--- src/rtl/tinychip_pkg.sv ---
// Shared widths, default opcodes and state encoding for the tinychip fetch path.
package tinychip_pkg;
  localparam int INSTR_W = 9;
  localparam int ADDR_W  = 8;

  localparam logic [INSTR_W-1:0] HALT_OP_DEFAULT = 9'h1FF;

  typedef enum logic [1:0] {
    S_IDLE = 2'd0,
    S_RUN  = 2'd1,
    S_HALT = 2'd2
  } fetch_state_t;
endpackage

--- src/rtl/fetch_next_pc.sv ---
// Next-PC selection: start load, branch redirect, sequential increment or hold.
module fetch_next_pc
  import tinychip_pkg::*;
#(
  parameter logic [ADDR_W-1:0] START_ADDR = 8'h00
) (
  input  logic [ADDR_W-1:0] pc_i,
  input  logic              load_start_i,
  input  logic              issue_i,
  input  logic              branch_take_i,
  input  logic [ADDR_W-1:0] branch_target_i,
  input  logic              at_last_i,
  output logic [ADDR_W-1:0] pc_d_o
);

  always_comb begin
    pc_d_o = pc_i;
    if (load_start_i) begin
      pc_d_o = START_ADDR;
    end else if (issue_i) begin
      if (branch_take_i) begin
        pc_d_o = branch_target_i;
      end else if (!at_last_i) begin
        // Issuing the last address without a branch ends the program, so the PC never wraps.
        pc_d_o = pc_i + ADDR_W'(1);
      end
    end
  end

endmodule

--- src/rtl/fetch_controller.sv ---
// Zero-latency instruction fetch sequencer: issues imem_instr in the cycle it is addressed.
// Handshake: instr is meaningful only when instr_valid=1; stall=1 holds the PC with no issue.
module fetch_controller
  import tinychip_pkg::*;
#(
  parameter logic [ADDR_W-1:0]  START_ADDR = 8'h00,
  parameter logic [ADDR_W-1:0]  LAST_ADDR  = 8'hFF,
  parameter logic [INSTR_W-1:0] HALT_OP    = HALT_OP_DEFAULT
) (
  input  logic               clk,
  input  logic               reset,
  input  logic               start,
  input  logic               stall,
  input  logic               branch_take,
  input  logic [ADDR_W-1:0]  branch_target,
  output logic [ADDR_W-1:0]  imem_addr,
  input  logic [INSTR_W-1:0] imem_instr,
  output logic [INSTR_W-1:0] instr,
  output logic               instr_valid,
  output logic [ADDR_W-1:0]  pc,
  output logic               done,
  output logic [15:0]        issue_count,
  output fetch_state_t       state
);

  fetch_state_t      state_q, state_d;
  logic [ADDR_W-1:0] pc_q, pc_d;
  logic [15:0]       cnt_q, cnt_d;
  logic              issue;
  logic              load_start;
  logic              at_last;

  assign at_last = (pc_q == LAST_ADDR);

  always_comb begin
    state_d    = state_q;
    cnt_d      = cnt_q;
    issue      = 1'b0;
    load_start = 1'b0;
    case (state_q)
      S_IDLE, S_HALT: begin
        if (start) begin
          load_start = 1'b1;
          cnt_d      = '0;
          state_d    = S_RUN;
        end
      end
      S_RUN: begin
        if (!stall) begin
          if (imem_instr == HALT_OP) begin
            state_d = S_HALT;
          end else begin
            issue = 1'b1;
            if (cnt_q != 16'hFFFF) cnt_d = cnt_q + 16'd1;
            if (at_last && !branch_take) state_d = S_HALT;
          end
        end
      end
      default: state_d = S_IDLE;
    endcase
  end

  fetch_next_pc #(
    .START_ADDR(START_ADDR)
  ) u_next_pc (
    .pc_i           (pc_q),
    .load_start_i   (load_start),
    .issue_i        (issue),
    .branch_take_i  (branch_take),
    .branch_target_i(branch_target),
    .at_last_i      (at_last),
    .pc_d_o         (pc_d)
  );

  always_ff @(posedge clk) begin
    if (reset) begin
      state_q <= S_IDLE;
      pc_q    <= START_ADDR;
      cnt_q   <= '0;
    end else begin
      state_q <= state_d;
      pc_q    <= pc_d;
      cnt_q   <= cnt_d;
    end
  end

  assign imem_addr   = pc_q;
  assign pc          = pc_q;
  assign instr_valid = issue;
  assign instr       = issue ? imem_instr : '0;
  assign done        = (state_q == S_HALT);
  assign issue_count = cnt_q;
  assign state       = state_q;

endmodule

--- config.mk ---
export PLATFORM = sky130hd
export DESIGN_NAME = fetch_controller
export DESIGN_NICKNAME = d
export VERILOG_FILES = /design/src/rtl/tinychip_pkg.sv /design/src/rtl/fetch_next_pc.sv /design/src/rtl/fetch_controller.sv
export SDC_FILE = /design/constraint.sdc
export NUM_CORES = 1
export LEC_CHECK = 0
export ABC_AREA = 1
export CORE_MARGIN = 5
export CORE_UTILIZATION = 49
export DETAILED_ROUTE_END_ITERATION = 16
export HOLD_SLACK_MARGIN = 0.08
export PLACE_DENSITY_LB_ADDON = 0.15
export SLEW_MARGIN = 20
export SYNTH_ARGS = -nofsm -noshare
export SYNTH_HDL_FRONTEND = slang
export SYNTH_SLANG_ARGS = --single-unit
--- constraint.sdc ---
create_clock -name clk -period 2.3 [get_ports clk]
set_input_delay 0.23 -clock clk [delete_from_list [all_inputs] [get_ports clk]]
set_output_delay 0.23 -clock clk [all_outputs]
set_load 0.01 [all_outputs]
Word level (Yosys, flattened, before mapping)
Cells that the tools add are included.
{"block": "word_totals", "regBits": 26, "inputBits": 22}
{"block": "classes", "n_eq_ne": 11, "muxes": 18, "n_addsub": 2, "reduce_logical": 9}
{"cell": "two-way mux 16 bit", "n": 4}
{"cell": "case mux 16 bit (2 select lines)", "n": 1}
{"cell": "adder 16 x 1 -> 16 bit (second input constant)", "n": 1}
{"cell": "two-way mux 8 bit", "n": 2}
{"cell": "inequality test 16 bit (second input constant)", "n": 1}
{"cell": "inequality test 2 bit (second input constant)", "n": 5}
{"cell": "equality test 9 bit (second input constant)", "n": 1}
{"cell": "two-way mux 9 bit", "n": 1}
{"cell": "adder 8 x 1 -> 8 bit (second input constant)", "n": 1}
{"cell": "equality test 8 bit (second input constant)", "n": 1}
{"cell": "two-way mux 2 bit", "n": 4}
{"cell": "two-way mux 1 bit", "n": 5}
{"cell": "AND reduction 5 bit", "n": 1}
{"cell": "case mux 2 bit (2 select lines)", "n": 1}
{"cell": "OR reduction 2 bit", "n": 2}
{"cell": "inequality test 3 bit (second input constant)", "n": 1}
{"cell": "AND reduction 3 bit", "n": 1}
{"cell": "equality test 2 x 1 -> 1 bit (second input constant)", "n": 1}
{"cell": "equality test 2 bit (second input constant)", "n": 1}
{"cell": "logical NOT 2 bit", "n": 1}
{"cell": "AND reduction 2 bit", "n": 1}
{"cell": "nonzero test 2 bit", "n": 1}
{"cell": "logical AND 1 bit", "n": 1}
{"cell": "logical NOT 1 bit", "n": 1}

Logic depth before layout (Yosys ltp)
{"block": "depth", "ltp_word": 6, "depth_mapped": 11}

Modules after synthesis
A second synthesis with hierarchy kept.
{"block": "unflattened", "hier_cells": 357, "area_unflattened_um2": 2020.7}
{"mod": "fetch_controller", "cells_each": 277, "area_per_inst_um2": 1637.8, "instances": 1}
{"mod": "fetch_next_pc", "cells_each": 80, "area_per_inst_um2": 382.9, "instances": 1}

Worst setup path after synthesis
OpenSTA, ideal clock, no wires.
{"block": "synth_path", "path_kind": "reg-to-reg", "start": "register cnt_q[0] (netlist: issue_count[0])", "end": "register cnt_q[1] (netlist: issue_count[1])", "arrival_ns": 1.448, "setup_slack_ns": 0.736, "stages_incl_launch_ff": 10, "period_less_slack_ns": 1.564, "path_cell_list": "dfxtp_1 > ha_1 > nand3_2 > nor2_1 > nand3_1 > nand2_1 > nor2_1 > buf_4 > o21ai_0 > nor2_1"}
{"block": "synth_via", "elab_chain_len": 5}
{"element": "start: declaration", "line_no": "fetch_controller.sv:28", "text": "logic [15:0] cnt_q, cnt_d;"}
{"element": "start signal: assignment", "line_no": "fetch_controller.sv:83", "text": "cnt_q <= cnt_d;"}
{"element": "adder 16 x 1 -> 16 bit", "line_no": "fetch_controller.sv:54", "text": "if (cnt_q != 16'hFFFF) cnt_d = cnt_q + 16'd1;"}
{"element": "two-way mux 16 bit", "line_no": "fetch_controller.sv:54"}
{"element": "two-way mux 16 bit", "line_no": "fetch_controller.sv:50", "text": "if (imem_instr == HALT_OP) begin"}
{"element": "two-way mux 16 bit", "line_no": "fetch_controller.sv:49", "text": "if (!stall) begin"}
{"element": "case mux 16 bit (2 select lines)", "line_no": "fetch_controller.sv:40", "text": "case (state_q)"}
Parallel ways exist; a longest one is shown, timed or not. The select of a mux whose other input is x is not followed.
A chain may end at the register's enable or synchronous reset.

Worst setup path after layout
{"block": "layout_path", "start": "input imem_instr[8]", "end": "output instr[8]"}
{"block": "layout_via", "elab_chain_len": 5}
{"element": "start: declaration", "line_no": "fetch_controller.sv:17", "text": "input logic [INSTR_W-1:0] imem_instr,"}
{"element": "equality test 9 bit", "line_no": "fetch_controller.sv:50"}
{"element": "two-way mux 1 bit", "line_no": "fetch_controller.sv:50"}
{"element": "two-way mux 1 bit", "line_no": "fetch_controller.sv:49"}
{"element": "two-way mux 1 bit", "line_no": "fetch_controller.sv:40"}
{"element": "two-way mux 9 bit (*)", "line_no": "fetch_controller.sv:90", "text": "assign instr = issue ? imem_instr : '0;"}
{"element": "end: declaration", "line_no": "fetch_controller.sv:18", "text": "output logic [INSTR_W-1:0] instr,"}
Every way passes the cells marked *; elsewhere a longest branch is shown, timed or not.

==> impl_metrics.tcl <==
set metrics [dict create \
    status "finished clean" \
    initial_core_util_pct 50.95 \
    setup-violations-final 0 \
    busiest_layer "met2" \
    rsz0062_at_grt "false" \
    combinationalPowerShare_pct 23.4 \
    tns_ps 0 \
    mostFrequentLayoutCells "nand2_1, clkdlybuf4s50_1, nor2_1" \
    htreeDepth 1 \
    syn_area_um2 1879 \
    required_ps 2070 \
    synthesis.nets 344 \
    period_share_pct 90.23 \
    sequentialPowerShare_pct 47.1 \
    die_w_um 71.93 \
    path_clk_slew_ps 90 \
    first_global_vias 1905 \
    final_common_cell "nand2_1" \
    p_leak_uw 0.001084 \
    hp-class "reg -> reg" \
    skew_ps 4.152 \
    fmax_mhz 481.9 \
    wirelength_mm 4.929 \
    grt_use_met1_pct 23.88 \
    overflow 0 \
    grt_max_degree 16 \
    clkLatencyLatePin_ps 280 \
    p_switching_uw 300.2 \
    antenna_found_initial 0 \
    drive_gt1_share_pct 4.485 \
    drtPass1Iterations 4 \
    viasPerCell 4.937 \
    internal_power_uw 741.5 \
    clock-sinks 26 \
    post-route-drc-count 0 \
    worst_slew_pin_slew_ps 608.2 \
    grt.met3_usage_pct 3.740 \
    core_area_um2 3689 \
    yosysTopAreaCell "dfxtp_1" \
    wl_per_cell_um 11.54 \
    drv_cap 0 \
    seq_area_frac_synth_pct 27.70 \
    numCtsBuffers 3 \
    cp_max_fo 10 \
    cts_buffer_depth 2 \
    die_area_um2 5174 \
    grtUsageMet2_pct 34.08 \
    arrival_ps 1850 \
    ant_nets 0 \
    cts_root_buf "clkbuf_8" \
    power_density_nw_per_um2 403.2 \
    die_height_um 71.93 \
    startpoint_type "input pin" \
    antenna_cells 0 \
    yosys_warnings 0 \
    grt_pass1_wl_mm 8.252 \
    syn2layout_area_growth_pct 37.48 \
    reg2regPathDepth 10 \
    stdcell_area_um2 2584 \
    crit_end "instr[8]" \
    maxSlewViolCount 0 \
    finalHoldViolations 0 \
    cts_tree "done" \
    pin_count 67 \
    r2r_slack_ps 370 \
    crit_start "imem_instr[8]" \
    path_class "in -> out" \
    ir_drop_uv 371.0 \
    switching_share_pct 28.82 \
    synth.avg_cell_area_um2 5.873 \
    finalCriticalPeriod_ps 2075 \
    p_clk_share_pct 29.5 \
    gp_congestion 0.8083 \
    synth.distinct_cells 25 \
    ys_seq_elements 26 \
    nNetsFinal 404 \
    placed_cell_area_um2 2526 \
    reg2reg_from "issue_count[0]" \
    yosys-top-cells-area "dfxtp_1, nand2_1, nor2_1, inv_1, nand3_1" \
    track_usage_pct 19.37 \
    r2r-end "issue_count[13]" \
    first_iter_violations 124 \
    synth_cells 320 \
    relSlewSlack_pct 59.41 \
    std_cell_rows 22 \
    dp_hpwl_mm 3.702 \
    portBuffers 66 \
    cp-end-kind "output pin" \
    num_vias 2108 \
    synth_top_area_share_pct 27.70 \
]
critical path, cell delays in order:
cell	delay [ps]
clkdlybuf4s50_1	510
inv_1	50
nor2_1	100
nand3_1	150
nand3_4	160
inv_1	90
nand2_1	60
inv_1	30
clkdlybuf4s50_1	470
worst min path at each step:
stage / startpoint / end / slack [ps] / depth (start not counted)
after floorplan: stall / state[1] / 400 / 3
after global placement: issue_count[14] / issue_count[14] / 510 / 2
after detailed placement: issue_count[14] / issue_count[14] / 510 / 2
after CTS: issue_count[14] / issue_count[14] / 530 / 2
after global routing: issue_count[15] / issue_count[15] / 560 / 2
final: issue_count[14] / issue_count[14] / 530 / 2
per-layer routing:
layer / wire (um) / part of all wire, % / vias up
met2: 2443 / 50 / 65
met3: 309 / 6.3 / 4
met1: 2140 / 43 / 924
met5: 0 / 0 / -
met4: 36 / 0.73 / 0
li1: - / - / 1115
power by group through the flow:
stage                     Sequential, uW  Combinational [uW]  Clock [uW]
after global routing                 495                 273         327
final                                490                 244         307
after global placement               500                 241           0
after CTS                            490                 245         311
after floorplan                      506                 127           0
after detailed placement             501                 243           0
state kept, by name (all words and copies together) (netlist names):
name and count:
state 2, imem_addr 8, issue_count 16
stage by stage:
step           cells  util, %  hold slack (ps)  power (uW)  setup WS, ps
6_report         427    70.05            528.8        1042         224.7
5_1_grt          427    70.05            560.3        1095         59.53
4_1_cts          427    69.98            525.7        1046         108.9
3_5_place_dp     423    68.49            511.8       743.9         50.43
3_3_place_gp     423    68.49            510.7       740.9         111.5
2_1_floorplan    320        -            400.8       633.1         736.2
Yosys cell counts:
library cell and n:
a21boi_0 2, a21oi_1 15, a21oi_4 1, a31oi_1 1
buf_2 2, buf_4 11, buf_6 1, clkbuf_1 2
dfxtp_1 26, ha_1 2, inv_1 42, inv_2 1
nand2_1 91, nand3_1 22, nand3_2 1, nand3_4 1
nand4_1 8, nor2_1 62, nor2_4 2, nor3_1 5
nor3_2 1, nor3b_1 1, o21ai_0 14, o21bai_1 1
xor2_1 5
cell type report:
| class | instances | area [um2] |
|---|---|---|
| fill | 337 | 1105 |
| multi-input combinational | 235 | 1089 |
| timing repair buffer | 71 | 698.2 |
| sequential | 26 | 520.5 |
| inverter | 43 | 161.4 |
| tap | 48 | 60.06 |
| clock buffer | 4 | 55.05 |
timing repair:
item / CTS / global route
setup buffers: 0 / 0
resized for setup: 0 / 1
hold buffers: 0 / 0
endpoints found under the setup margin: 0 / 6
kinds of logic after synthesis:
logic type | count (synthesis) | synth area share, %
xor gates and xnor gates | 5 | 2.330
AOI/OAI and AO/OA | 34 | 10.12
DFF | 26 | 27.70
buffers and inverters | 59 | 14.51
and+or+nand+nor | 194 | 44.01
adders and majority gates | 2 | 1.331
Power figures use the tool's default switching activity.
